--- src/rtl/uart_rx.sv ---
// 8x-oversampled UART receiver: start, DATA_BITS data bits LSB first, one stop bit.
// Define UART_RX_MAJORITY_EN to take each bit as the 2-of-3 majority of ticks 1..3.
//
// state   | meaning
// S_IDLE  | line idle, waiting for rxs low
// S_START | validating the start bit at mid-bit
// S_DATA  | shifting in data bits at mid-bit
// S_STOP  | checking the stop bit, then publishing or flagging
module uart_rx #(
    parameter int DATA_BITS = 7,
    parameter int OVS       = 8
) (
    input  logic                 clk8x,
    input  logic                 rst_n,
    input  logic                 RxD,
    output logic [DATA_BITS-1:0] Dout,
    output logic                 Dvalid,
    output logic                 FrameErr
);

    localparam int TICK_W = $clog2(OVS);
    localparam int IDX_W  = (DATA_BITS > 1) ? $clog2(DATA_BITS) : 1;
    localparam logic [TICK_W-1:0] SAMPLE_TICK = TICK_W'(OVS / 2 - 1);
    localparam logic [IDX_W-1:0]  LAST_IDX    = IDX_W'(DATA_BITS - 1);

    typedef enum logic [1:0] {
        S_IDLE,
        S_START,
        S_DATA,
        S_STOP
    } state_t;

    state_t                 r_state, w_state_nxt;
    logic [TICK_W-1:0]      r_tick, w_tick_nxt;
    logic [IDX_W-1:0]       r_idx, w_idx_nxt;
    logic [DATA_BITS-1:0]   r_shift, w_shift_nxt;
    logic [DATA_BITS-1:0]   r_dout, w_dout_nxt;
    logic                   r_dvalid, w_dvalid_nxt;
    logic                   r_ferr, w_ferr_nxt;
    logic                   r_sync1, r_sync2;
    logic                   w_mid;
    logic                   w_sample;

    always_ff @(posedge clk8x or negedge rst_n) begin
        if (!rst_n) begin
            r_sync1 <= 1'b1;
            r_sync2 <= 1'b1;
        end else begin
            r_sync1 <= RxD;
            r_sync2 <= r_sync1;
        end
    end

    assign w_mid = (r_tick == SAMPLE_TICK);

`ifdef UART_RX_MAJORITY_EN
    logic r_maj1, r_maj2;

    // The two early votes are captured one and two ticks before the sample point.
    always_ff @(posedge clk8x or negedge rst_n) begin
        if (!rst_n) begin
            r_maj1 <= 1'b1;
            r_maj2 <= 1'b1;
        end else begin
            if (r_tick == SAMPLE_TICK - TICK_W'(2)) r_maj1 <= r_sync2;
            if (r_tick == SAMPLE_TICK - TICK_W'(1)) r_maj2 <= r_sync2;
        end
    end

    assign w_sample = (r_maj1 & r_maj2) | (r_maj1 & r_sync2) | (r_maj2 & r_sync2);
`else
    assign w_sample = r_sync2;
`endif

    always_ff @(posedge clk8x or negedge rst_n) begin
        if (!rst_n) begin
            r_state  <= S_IDLE;
            r_tick   <= '0;
            r_idx    <= '0;
            r_shift  <= '0;
            r_dout   <= '0;
            r_dvalid <= 1'b0;
            r_ferr   <= 1'b0;
        end else begin
            r_state  <= w_state_nxt;
            r_tick   <= w_tick_nxt;
            r_idx    <= w_idx_nxt;
            r_shift  <= w_shift_nxt;
            r_dout   <= w_dout_nxt;
            r_dvalid <= w_dvalid_nxt;
            r_ferr   <= w_ferr_nxt;
        end
    end

    always_comb begin
        w_state_nxt  = r_state;
        w_tick_nxt   = r_tick + TICK_W'(1);
        w_idx_nxt    = r_idx;
        w_shift_nxt  = r_shift;
        w_dout_nxt   = r_dout;
        w_dvalid_nxt = 1'b0;
        w_ferr_nxt   = 1'b0;
        unique case (r_state)
            S_IDLE: begin
                w_tick_nxt = '0;
                w_idx_nxt  = '0;
                if (!r_sync2) w_state_nxt = S_START;
            end
            S_START: begin
                if (w_mid) begin
                    if (w_sample) begin
                        w_state_nxt = S_IDLE;
                    end else begin
                        w_state_nxt = S_DATA;
                        w_idx_nxt   = '0;
                    end
                end
            end
            S_DATA: begin
                if (w_mid) begin
                    w_shift_nxt = {w_sample, r_shift[DATA_BITS-1:1]};
                    if (r_idx == LAST_IDX) w_state_nxt = S_STOP;
                    else                   w_idx_nxt   = r_idx + IDX_W'(1);
                end
            end
            S_STOP: begin
                // Leaving at mid-stop leaves half a bit to catch a back-to-back start edge.
                if (w_mid) begin
                    if (w_sample) begin
                        w_dout_nxt   = r_shift;
                        w_dvalid_nxt = 1'b1;
                    end else begin
                        w_ferr_nxt   = 1'b1;
                    end
                    w_state_nxt = S_IDLE;
                end
            end
            default: w_state_nxt = S_IDLE;
        endcase
    end

    assign Dout     = r_dout;
    assign Dvalid   = r_dvalid;
    assign FrameErr = r_ferr;

endmodule

--- config.mk ---
export PLATFORM = sky130hd
export DESIGN_NAME = uart_rx
export DESIGN_NICKNAME = d
export VERILOG_FILES = /design/src/rtl/uart_rx.sv
export SDC_FILE = /design/constraint.sdc
export NUM_CORES = 1
export LEC_CHECK = 0
export ABC_CLOCK_PERIOD_IN_PS = 2000
export BUFFER_PORTS_ARGS = -buffer_cell sky130_fd_sc_hd__buf_2
export CAP_MARGIN = 20
export CELL_PAD_IN_SITES_DETAIL_PLACEMENT = 1
export CELL_PAD_IN_SITES_GLOBAL_PLACEMENT = 1
export CORE_ASPECT_RATIO = 2
export CORE_MARGIN = 2
export CORE_UTILIZATION = 24
export CTS_BUF_LIST = sky130_fd_sc_hd__clkbuf_8
export DETAILED_ROUTE_END_ITERATION = 10
export PLACE_DENSITY_LB_ADDON = 0.1
export SKIP_CTS_REPAIR_TIMING = 1
export SYNTH_ARGS = -nofsm -noshare
export SYNTH_HDL_FRONTEND = slang
export SYNTH_SLANG_ARGS = --single-unit
--- constraint.sdc ---
create_clock -name clk8x -period 2 [get_ports clk8x]
set_input_delay 0.1 -clock clk8x [delete_from_list [all_inputs] [get_ports clk8x]]
set_output_delay 0.1 -clock clk8x [all_outputs]
set_load 0.05 [all_outputs]
Yosys cells after proc, flatten, opt, wreduce, memory -nomap -nowiden
Index checks and enable logic that the tools add are counted.
- register bits: 26
- ROM bits: 0
- latch bits: 0
- bits in writable memories: 0
- bits of input ports: 3
- memories: 0
- multiplexer cells: 19
- equal/unequal tests: 12
- multiply operators: 0
- divide/modulo/power cells: 0
- bitwise gates (word level): 0
- reductions and logical operators: 6
- order comparisons: 0
- shift operators: 0
- add/sub/neg operators: 2
- operators by type and width (operator ; number):
    3-bit 2-to-1 mux ; 5
    2-bit != test, second input constant ; 7
    2-bit 2-to-1 mux ; 6
    5-bit AND reduction ; 2
    3-bit one-hot mux with 3 select lines ; 1
    2-bit one-hot mux with 4 select lines ; 1
    3-bit by 1-bit adder with 3-bit output, second input constant ; 2
    1-bit 2-to-1 mux ; 6
    2-bit equality test, second input constant ; 2
    3-bit by 2-bit equality test with 1-bit output, second input constant ; 1
    3-bit equality test, second input constant ; 1
    3-bit AND reduction ; 1
    3-bit nonzero test ; 1
    2-bit by 1-bit equality test with 1-bit output, second input constant ; 1
    2-bit zero test ; 1
    2-bit AND reduction ; 1

Longest topological paths before layout
Gate-level depths: netlist (run 1).
- depth in word-level cells: 4
- depth in mapped cells: 6

Worst setup path after synthesis (run 1)
Ideal clock, no wire load.
- path kind: register -> register
- start: reg r_tick[0]
- end: reg r_dout[0] (netlist: Dout[0])
- arrival time: 1.378 ns
- slack: 0.498 ns
- data required time: 1.875 ns
- setup time: 0.125 ns
- cell stages (with the launch flop): 6
- buffers on the path: 1
- cells stage by stage: dfrtp_1 -> ha_1 -> ha_1 -> buf_4 -> nand4_2 -> mux2_2
- word-level cells in the longest chain between the ends: 2
- RTL lines (what ; line ; RTL):
    start, declared ; 34 ; logic [TICK_W-1:0] r_tick, w_tick_nxt;
    start signal, assigned ; 86 ; r_tick <= w_tick_nxt;
    3-bit by 2-bit equality test with 1-bit output ; 54 ; assign w_mid = (r_tick == SAMPLE_TICK);
    3-bit AND reduction (no line) ; n/a ;
    end signal, assigned ; 89 ; r_dout <= w_dout_nxt;
    end, declared ; 37 ; logic [DATA_BITS-1:0] r_dout, w_dout_nxt;
Every way passes these cells.
A chain may end at the register's enable or synchronous reset.

Worst setup path after layout (run 1)
- start: reg r_tick[0]
- end: reg r_dout[5] (netlist: Dout[5])
The elaborated chain is that of the path after synthesis.

==> results of run 1 <==
## registers in the layout, summed over array words and instances, names as in the netlist, named ones only
name / count
Dout: 7
Dvalid: 1
FrameErr: 1
r_idx: 3
r_shift: 7
r_state: 1
r_sync1: 1
r_sync2: 1
r_tick: 3
## worst paths after layout
kind	from	depth (start not counted)	end
max	r_tick[0]	4	Dout[5]
min	rst_n	2	FrameErr
max reg2reg	r_tick[0]	4	Dout[5]
min reg2reg	r_sync1	0	r_sync2
max in group asynchronous	rst_n	2	r_idx[2]
min in group clk8x	r_sync1	0	r_sync2
## layout by cell type, fill, tap and decap left out, drive strengths merged
cell	netlist	routed
nor2b	2	2
dfstp	2	2
a21oi	2	2
o21bai	1	1
nand4	1	1
nor2	5	5
nand2b	2	2
o21ai	5	5
clkbuf	0	4
mux2	14	14
nor3b	1	1
inv	4	4
o22ai	2	2
dlygate4sd3	0	2
nand2	2	2
ha	4	4
dfrtp	24	24
and2	1	1
or2	2	2
a311oi	1	1
buf	3	11
nand3b	1	1
## layout make-up
cell class                 instances  area (µm²)
tap                               54        67.6
clock buffer                       4        55.1
fill                             512        3090
multi-input combinational         46         382
timing repair buffer              13        75.1
inverter                           4        15.0
sequential                        26         653
## logic make-up after synthesis
group | count (synthesis) | share of synthesized area
AND/OR/NAND/NOR | 17 | 0.102
flip-flops | 26 | 0.607
AO/OA/AOI/OAI | 11 | 0.0593
multiplexers | 14 | 0.147
buffers and inverters | 7 | 0.0384
adder cells (fa/ha/maj) | 4 | 0.0465
## metrics by stage
step | cells | setup slack [ps] | power [µW] | hold WS [ps] | utilization
finish | 147 | 372 | 1340 | 360 | 0.287
global route | 147 | 222 | 1450 | 369 | 0.287
CTS | 145 | 331 | 1370 | -156 | 0.283
detailed placement | 141 | 328 | 1020 | 147 | 0.270
global placement | 141 | 386 | 1010 | 143 | 0.270
floorplan | 79 | 498 | 963 | -196 | -
## routing by layer
layer | GRT usage | wire length (µm) | up-vias
li1 | - | - | 294
met1 | 0.0978 | 801 | 330
met2 | 0.155 | 986 | 11
met3 | 0.0136 | 46 | 5
met4 | 0.0607 | 59 | 0
met5 | 0 | 0 | -
## worst reg2reg max path, delay by kind of cell (launching register included)
kind | cells | cell delay (ps)
muxes | 1 | 370
and+or+nand+nor | 1 | 310
adders and majority gates | 2 | 480
DFF | 1 | 360
## cells in the mapped netlist (2+ instances only)
library cell	count
mux2_2	14
o21ai_0	5
nor2b_1	2
nand2_1	2
nand2b_1	2
ha_1	4
o22ai_1	2
buf_4	2
nor2_1	5
a21oi_1	2
dfrtp_1	24
inv_1	4
dfstp_2	2
## power by group
| part | internal [µW] | switching, µW | total, µW |
|---|---|---|---|
| registers | 620 | 85.9 | 706 |
| logic | 122 | 176 | 297 |
| clock network | 176 | 163 | 339 |
==> metrics.csv, run 1 <==
stage;metric;value;unit
final_layout;layout cells sized above 1;0.366;
clock_network;Skew-Pair Late Insertion Delay;270;ps
synthesis;area leader, netlist;dfrtp_1;
clock_network;H-tree depth;1;
setup_path;Largest stage delay, worst path;360;ps
final_layout;Nets;101;
floorplan;num ports;12;
timing;Final Hold Viols;0;
synthesis;Cells after Synth;79;
setup_path;worst endpoint data arrival time;1790;ps
setup_path;CP endpoint kind;flop;
synthesis;Post-synth EDFFs;0;
setup_path;CP most frequent cell;ha_1;
clock_network;CTS clk-pin slew, worst paths;90;ps
floorplan;Chip Width;51.3;µm
floorplan;die extent in y;98.7;µm
synthesis;syn_nets;86;
setup_path;CP required;2160;ps
timing;setup_tns;0;ps
timing;unrepaired setup endpoints after global routing;false;
place;gpl congestion;0.697;
global_route;global-route wire length before repair;3390;µm
setup_path;cell family with most CP delay;adder cells;
route;Initial DRT Pass Iterations;2;
global_route;all-layer global routing usage;0.0900;
final_layout;Inserted Diodes;0;
synthesis;Seq/Total Area, Yosys;0.607;
clock_network;clk root buf;clkbuf_8;
power_and_ir_drop;maximum vdd drop;0.463;mV
timing;Tcrit/Tclk final;0.814;
clock_network;CTS tree;built;
route;drc violations;0;
hold_path;HP Class;in -> async;
floorplan;die area;0.00507;mm²
synthesis;post-synthesis cell area;0.00108;mm²
clock_network;Sink Count;26;
outcome;outcome;completed;
power_and_ir_drop;Leak;0.000654;µW
synthesis;Ys Warns;0;
route;WL/cell;12.9;µm
route;routed vias/inst;4.35;
synthesis;Netlist cell types;22;
setup_path;crit path cell chain;ha_1 > ha_1 > nand4_2 > mux2_2;
setup_path;Crit Path Max Fanout;8;
synthesis;async set or reset register ratio after synthesis;1.00;
timing;Tightest Pin Transition;599;ps
timing;clk_skew;1.41;ps
setup_path;register-to-register setup slack;370;ps
timing;Slew headroom;0.600;
place;IO buf count;11;
synthesis;area share of the leading cell type in the synthesized netlist;0.558;
floorplan;FP Rows;34;
global_route;total global routing overflow;0;
route;vias;640;
timing;Final Setup Violations;0;
setup_path;CP max-delay cell;dfrtp_1;
clock_network;CTS Buf Count;3;
power_and_ir_drop;pwr/cell area;1080;mW/mm²
setup_path;Setup Crit Path Kind;reg -> reg;
route;Detail Route Antenna Nets;0;
setup_path;crit start category;flop;
synthesis;Main synth FF type;dfrtp_1;
place;placed cell area;0.00117;mm²
timing;Final min period;1630;ps
synthesis;Synth Register Bits;26;
global_route;largest net degree at the start of global routing;27;
job;Max Cap Viol;0;
place;post-DP HPWL;1360;µm
timing;Slew Viols, Final;0;
final_layout;Area Overhead vs Synth;15.9;%
synthesis;Avg Cell Area, Syn;13.6;µm²
floorplan;core area;0.00434;mm²
final_layout;Finished Cell Area;0.00125;mm²
synthesis;Synth area leaders;dfrtp_1, mux2_2, dfstp_2;
global_route;initial antenna violation count;0;
route;drt total wl;1890;µm
floorplan;initial core utilization;0.248;
route;initial detailed-routing violation count;8;
setup_path;Buf/Inv on CP;0;
timing;FMAX;614;MHz
clock_network;maximum clock insertion buffer count;2;
global_route;vias in the first global route;724;
Power figures use the tool's default switching activity.
==> run 2: changes to the inputs <==
- ABC_CLOCK_PERIOD_IN_PS: 2000 -> 1650
- clock period: 2 -> 1.65 ns (I/O delays scaled with it)
==> run 2 against run 1 <==
Non-clock buffer count up 2. Cell count up 1.4%. Routed wire length up 1.0%. Clock-buffer cell count down 1. Maximum frequency up 7.0%. Die area unchanged. Critical endpoint is now Dout[3]. Via count down 1.6%. Sequential cell count unchanged. Global-route usage down 0.25 points. Sequential power up 19%.
==> metrics.csv, run 2 (synthesis gave the netlist of run 1 again) <==
stage;metric;value;unit
floorplan;num ports;12;
timing;final worst setup slack;129;ps
final_layout;commonest non-fill, non-tap cell in the layout;dfrtp_1;
place;post-DP HPWL;1390;µm
clock_network;Skew-Pair Late Insertion Delay;260;ps
global_route;total global routing overflow;0;
route;drc violations;0;
setup_path;worst-case reg-to-reg path depth;4;
setup_path;CP required;1810;ps
hold_path;HP Class;in -> async;
floorplan;core area;0.00434;mm²
clock_network;maximum clock insertion buffer count;2;
timing;Final min period;1520;ps
timing;worst hold margin;346;ps
final_layout;most frequent cells in the layout;dfrtp_1, mux2_2, buf_2;
final_layout;Inserted Diodes;0;
power_and_ir_drop;maximum vdd drop;0.842;mV
timing;Tcrit/Tclk final;0.922;
timing;clk_skew;3.00;ps
timing;Final Setup Violations;0;
clock_network;CTS clk-pin slew, worst paths;90;ps
timing;unrepaired setup endpoints after global routing;false;
global_route;GRT met3 Usage;0.0182;
route;drt total wl;1910;µm
floorplan;initial core utilization;0.248;
route;vias;630;
power_and_ir_drop;Leak;0.000663;µW
timing;Slew Viols, Final;0;
route;initial detailed-routing violation count;4;
floorplan;die area;0.00507;mm²
setup_path;Reg-to-Reg Start;r_tick[0];
setup_path;worst endpoint data arrival time;1680;ps
power_and_ir_drop;pwr/cell area;1270;mW/mm²
route;Detail Route Antenna Nets;0;
final_layout;FILL cells;490;
route;Initial DRT Pass Iterations;2;
global_route;global-route wire length before repair;3250;µm
setup_path;Reg2Reg Capture Point;Dout[3];
floorplan;Chip Width;51.3;µm
outcome;outcome;completed;
final_layout;Finished Cell Area;0.00125;mm²
timing;Final Hold Viols;0;
timing;Slew headroom;0.608;
setup_path;crit start category;flop;
global_route;met2 Use GR;0.142;
final_layout;layout cells sized above 1;0.368;
floorplan;die extent in y;98.7;µm
global_route;largest net degree at the start of global routing;27;
clock_network;H-tree depth;1;
timing;setup_tns;0;ps
route;routed vias/inst;4.23;
setup_path;CP endpoint kind;flop;
setup_path;register-to-register setup slack;130;ps
final_layout;Area Overhead vs Synth;16.4;%
global_route;grt met1 use;0.102;
global_route;busiest grt layer;met2;
global_route;vias in the first global route;694;
place;IO buf count;11;
clock_network;Sink Count;26;
timing;Tightest Pin Transition;589;ps
clock_network;CTS tree;built;
route;WL/cell;12.8;µm
timing;FMAX;657;MHz
place;dpl ws;98.7;ps
job;Max Cap Viol;0;
global_route;all-layer global routing usage;0.0875;
setup_path;Crit Path Max Fanout;8;
setup_path;Setup Crit Path Kind;reg -> reg;
place;gpl congestion;0.675;
place;placed cell area;0.00119;mm²
clock_network;CTS Buf Count;3;
global_route;initial antenna violation count;0;
clock_network;clk root buf;clkbuf_8;
final_layout;Nets;103;
floorplan;FP Rows;34;
-- run 2: area by class of cell --
| type | instances | area, µm² | area share |
|---|---|---|---|
| Clock buffer | 3 | 41.3 | 0.0330 |
| Timing Repair Buffer | 15 | 90.1 | 0.0719 |
| Sequential cell | 26 | 653 | 0.521 |
| Tap cell | 54 | 67.6 | 0.0539 |
| Multi-Input combinational cell | 46 | 382 | 0.305 |
| Clock inverter | 1 | 3.75 | 0.00300 |
| Inverter | 4 | 15.0 | 0.0120 |
-- run 2: how the worst max path moves through the flow --
| stage | from | endpoint | slack (ps) | depth (start not counted) |
|---|---|---|---|---|
| after global routing | r_tick[0] | Dout[2] | 40 | 4 |
| after global placement | r_tick[0] | Dout[6] | 120 | 4 |
| after CTS | r_tick[0] | Dout[3] | 80 | 4 |
| after floorplan | r_tick[0] | Dout[0] | 150 | 5 |
| after detailed placement | r_tick[0] | Dout[3] | 100 | 4 |
| final | r_tick[0] | Dout[3] | 130 | 4 |
-- run 2: worst max-delay path: stages, from the launching register on --
cell and delay, ps:
dfrtp_1 390, ha_1 200, ha_1 240, nand4_2 230, mux2_2 370
-- run 2: per-layer routing --
| layer | part of all wire | routed length (µm) |
|---|---|---|
| met1 | 0.40 | 762 |
| met2 | 0.56 | 1080 |
| met3 | 0.022 | 43 |
| met4 | 0.016 | 31 |
| met5 | 0 | 0 |
-- run 2: stage by stage --
step	power [µW]	std cells	util
after floorplan	1170	79	-
after global placement	1260	143	0.274
after detailed placement	1260	143	0.274
after CTS	1640	147	0.284
after global routing	1710	149	0.289
final	1590	149	0.289
-- run 2: where the power goes --
| group | leakage (µW) | total [µW] | switching [µW] | internal, µW |
|---|---|---|---|---|
| Sequential | 0.000345 | 843 | 91.5 | 751 |
| Clock | 0.0000269 | 357 | 190 | 166 |
| Combinational | 0.000291 | 395 | 226 | 170 |
==> run 3: changes to the inputs <==
- ABC_CLOCK_PERIOD_IN_PS: 1650 -> 1800
- clock period: 1.65 -> 1.8 ns (I/O delays scaled with it)
==> run 3 against run 2 <==
Sequential share of layout area rose by 0.63 points. Global-route usage rose by 0.32 points. Critical path depth did not move. Via count fell by 1.3%. Design area fell by 1.2%. Sequential cell count did not move. Critical endpoint is now Dout[6].
==> metrics.csv, run 3 (synthesis gave the netlist of run 1 again) <==
stage;metric;value;unit
final_layout;layout cells sized above 1;0.355;
final_layout;Area Overhead vs Synth;15.0;%
floorplan;core area;0.00434;mm²
job;Max Cap Viol;0;
clock_network;CTS clk-pin slew, worst paths;80;ps
route;Initial DRT Pass Iterations;3;
power_and_ir_drop;switching part of the total power;0.324;
timing;setup_tns;0;ps
setup_path;crit path to;Dout[6];
route;drt total wl;1900;µm
final_layout;FILL cells;505;
power_and_ir_drop;Clk pwr share;0.230;
setup_path;worst endpoint data arrival time;1780;ps
power_and_ir_drop;maximum vdd drop;0.707;mV
global_route;global-route wire length before repair;3460;µm
route;vias;622;
place;gpl congestion;0.696;
setup_path;register-to-register setup slack;170;ps
power_and_ir_drop;Leak;0.000652;µW
final_layout;Post-Layout Cell Count;147;
route;routed vias/inst;4.23;
final_layout;Nets;101;
global_route;vias in the first global route;731;
power_and_ir_drop;Gate power share;0.228;
global_route;initial antenna violation count;0;
route;WL/cell;12.9;µm
final_layout;most frequent cells in the layout;dfrtp_1, mux2_2, buf_2;
timing;clk_skew;4.91;ps
timing;Slew Viols, Final;0;
setup_path;Reg-to-Reg Start;r_tick[0];
route;initial detailed-routing violation count;8;
setup_path;Reg2Reg Capture Point;Dout[6];
timing;Final Setup Violations;0;
floorplan;initial core utilization;0.248;
place;IO buf count;11;
setup_path;worst-case reg-to-reg path depth;4;
setup_path;Setup Crit Path Kind;reg -> reg;
floorplan;die extent in y;98.7;µm
floorplan;num ports;12;
final_layout;Inserted Diodes;0;
floorplan;die area;0.00507;mm²
place;post-DP HPWL;1360;µm
timing;Tightest Pin Transition;618;ps
place;placed insts;141;
setup_path;crit start category;flop;
timing;unrepaired setup endpoints after global routing;false;
route;drc violations;0;
setup_path;CP endpoint kind;flop;
timing;FMAX;615;MHz
timing;Final min period;1630;ps
global_route;total global routing overflow;0;
route;Detail Route Antenna Nets;0;
outcome;outcome;completed;
power_and_ir_drop;total power;1450;µW
global_route;largest net degree at the start of global routing;27;
clock_network;clk root buf;clkbuf_8;
power_and_ir_drop;Sw Pwr;469;µW
final_layout;commonest non-fill, non-tap cell in the layout;dfrtp_1;
timing;Final Hold Viols;0;
final_layout;Finished Cell Area;0.00124;mm²
setup_path;CP Launch Point;r_tick[0];
floorplan;Chip Width;51.3;µm
global_route;all-layer global routing usage;0.0907;
clock_network;Skew-Pair Late Insertion Delay;270;ps
hold_path;HP Class;in -> async;
floorplan;FP Rows;34;
power_and_ir_drop;Seq pwr share;0.542;
clock_network;CTS tree;built;
timing;Slew headroom;0.588;
power_and_ir_drop;Int Power;979;µW
setup_path;Crit Path Max Fanout;8;
setup_path;CP required;1960;ps
power_and_ir_drop;pwr/cell area;1170;mW/mm²
place;placed cell area;0.00117;mm²
clock_network;CTS Buf Count;3;
timing;Tcrit/Tclk final;0.903;
clock_network;H-tree depth;1;
clock_network;maximum clock insertion buffer count;2;
clock_network;Sink Count;26;
[run 3: changes by cell type in the layout (fill, tap and decap cells not counted)]
cell	change
buf_4	-2
[run 3: area by class of cell]
cell class              instances  area, µm²  area share
clock buffers                   3       41.3      0.0334
clock inverters                 1       3.75     0.00303
inverters                       4       15.0      0.0121
multi-input cells              46        382       0.308
flip-flops and latches         26        653       0.528
well taps                      54       67.6      0.0546
repair buffers                 13       75.1      0.0607
[run 3: worst min path at each step]
stage                  from       end  depth (start not counted)  slack [ps]
floorplan             rst_n   Dout[0]                          0        -210
global placement      rst_n  FrameErr                          1         130
detailed placement    rst_n  FrameErr                          1         140
CTS                   rst_n   Dout[1]                          1        -160
global route        r_sync1   r_sync2                          0         370
finish                rst_n  FrameErr                          2         360
[run 3: through the flow]
stage | util | hold WS (ps) | worst slack, ps
3_5_place_dp | 0.270 | 141 | 156
5_1_grt | 0.285 | 368 | 31.5
4_1_cts | 0.281 | -162 | 119
2_1_floorplan | - | -206 | 298
6_report | 0.285 | 360 | 174
3_3_place_gp | 0.270 | 133 | 191
[run 3: critical path, stage by stage, from the launching register on]
cell	delay [ps]
dfrtp_1	360
ha_1	150
ha_1	330
nand4_2	320
mux2_2	370
[run 3: power by group through the flow]
stage	Clock, µW	Combinational [µW]	Sequential (µW)
floorplan	0	271	799
global placement	0	328	796
detailed placement	0	334	801
CTS	355	337	789
global route	363	386	810
finish	333	330	784
[run 3: layer usage]
metal	share of wire	up-vias	global-route usage	routed length [µm]
met4	0.023	0	0.0547	43
met3	0.028	4	0.0136	54
met1	0.45	313	0.107	846
met5	0	-	0	0
met2	0.50	11	0.151	951
li1	-	294	-	-
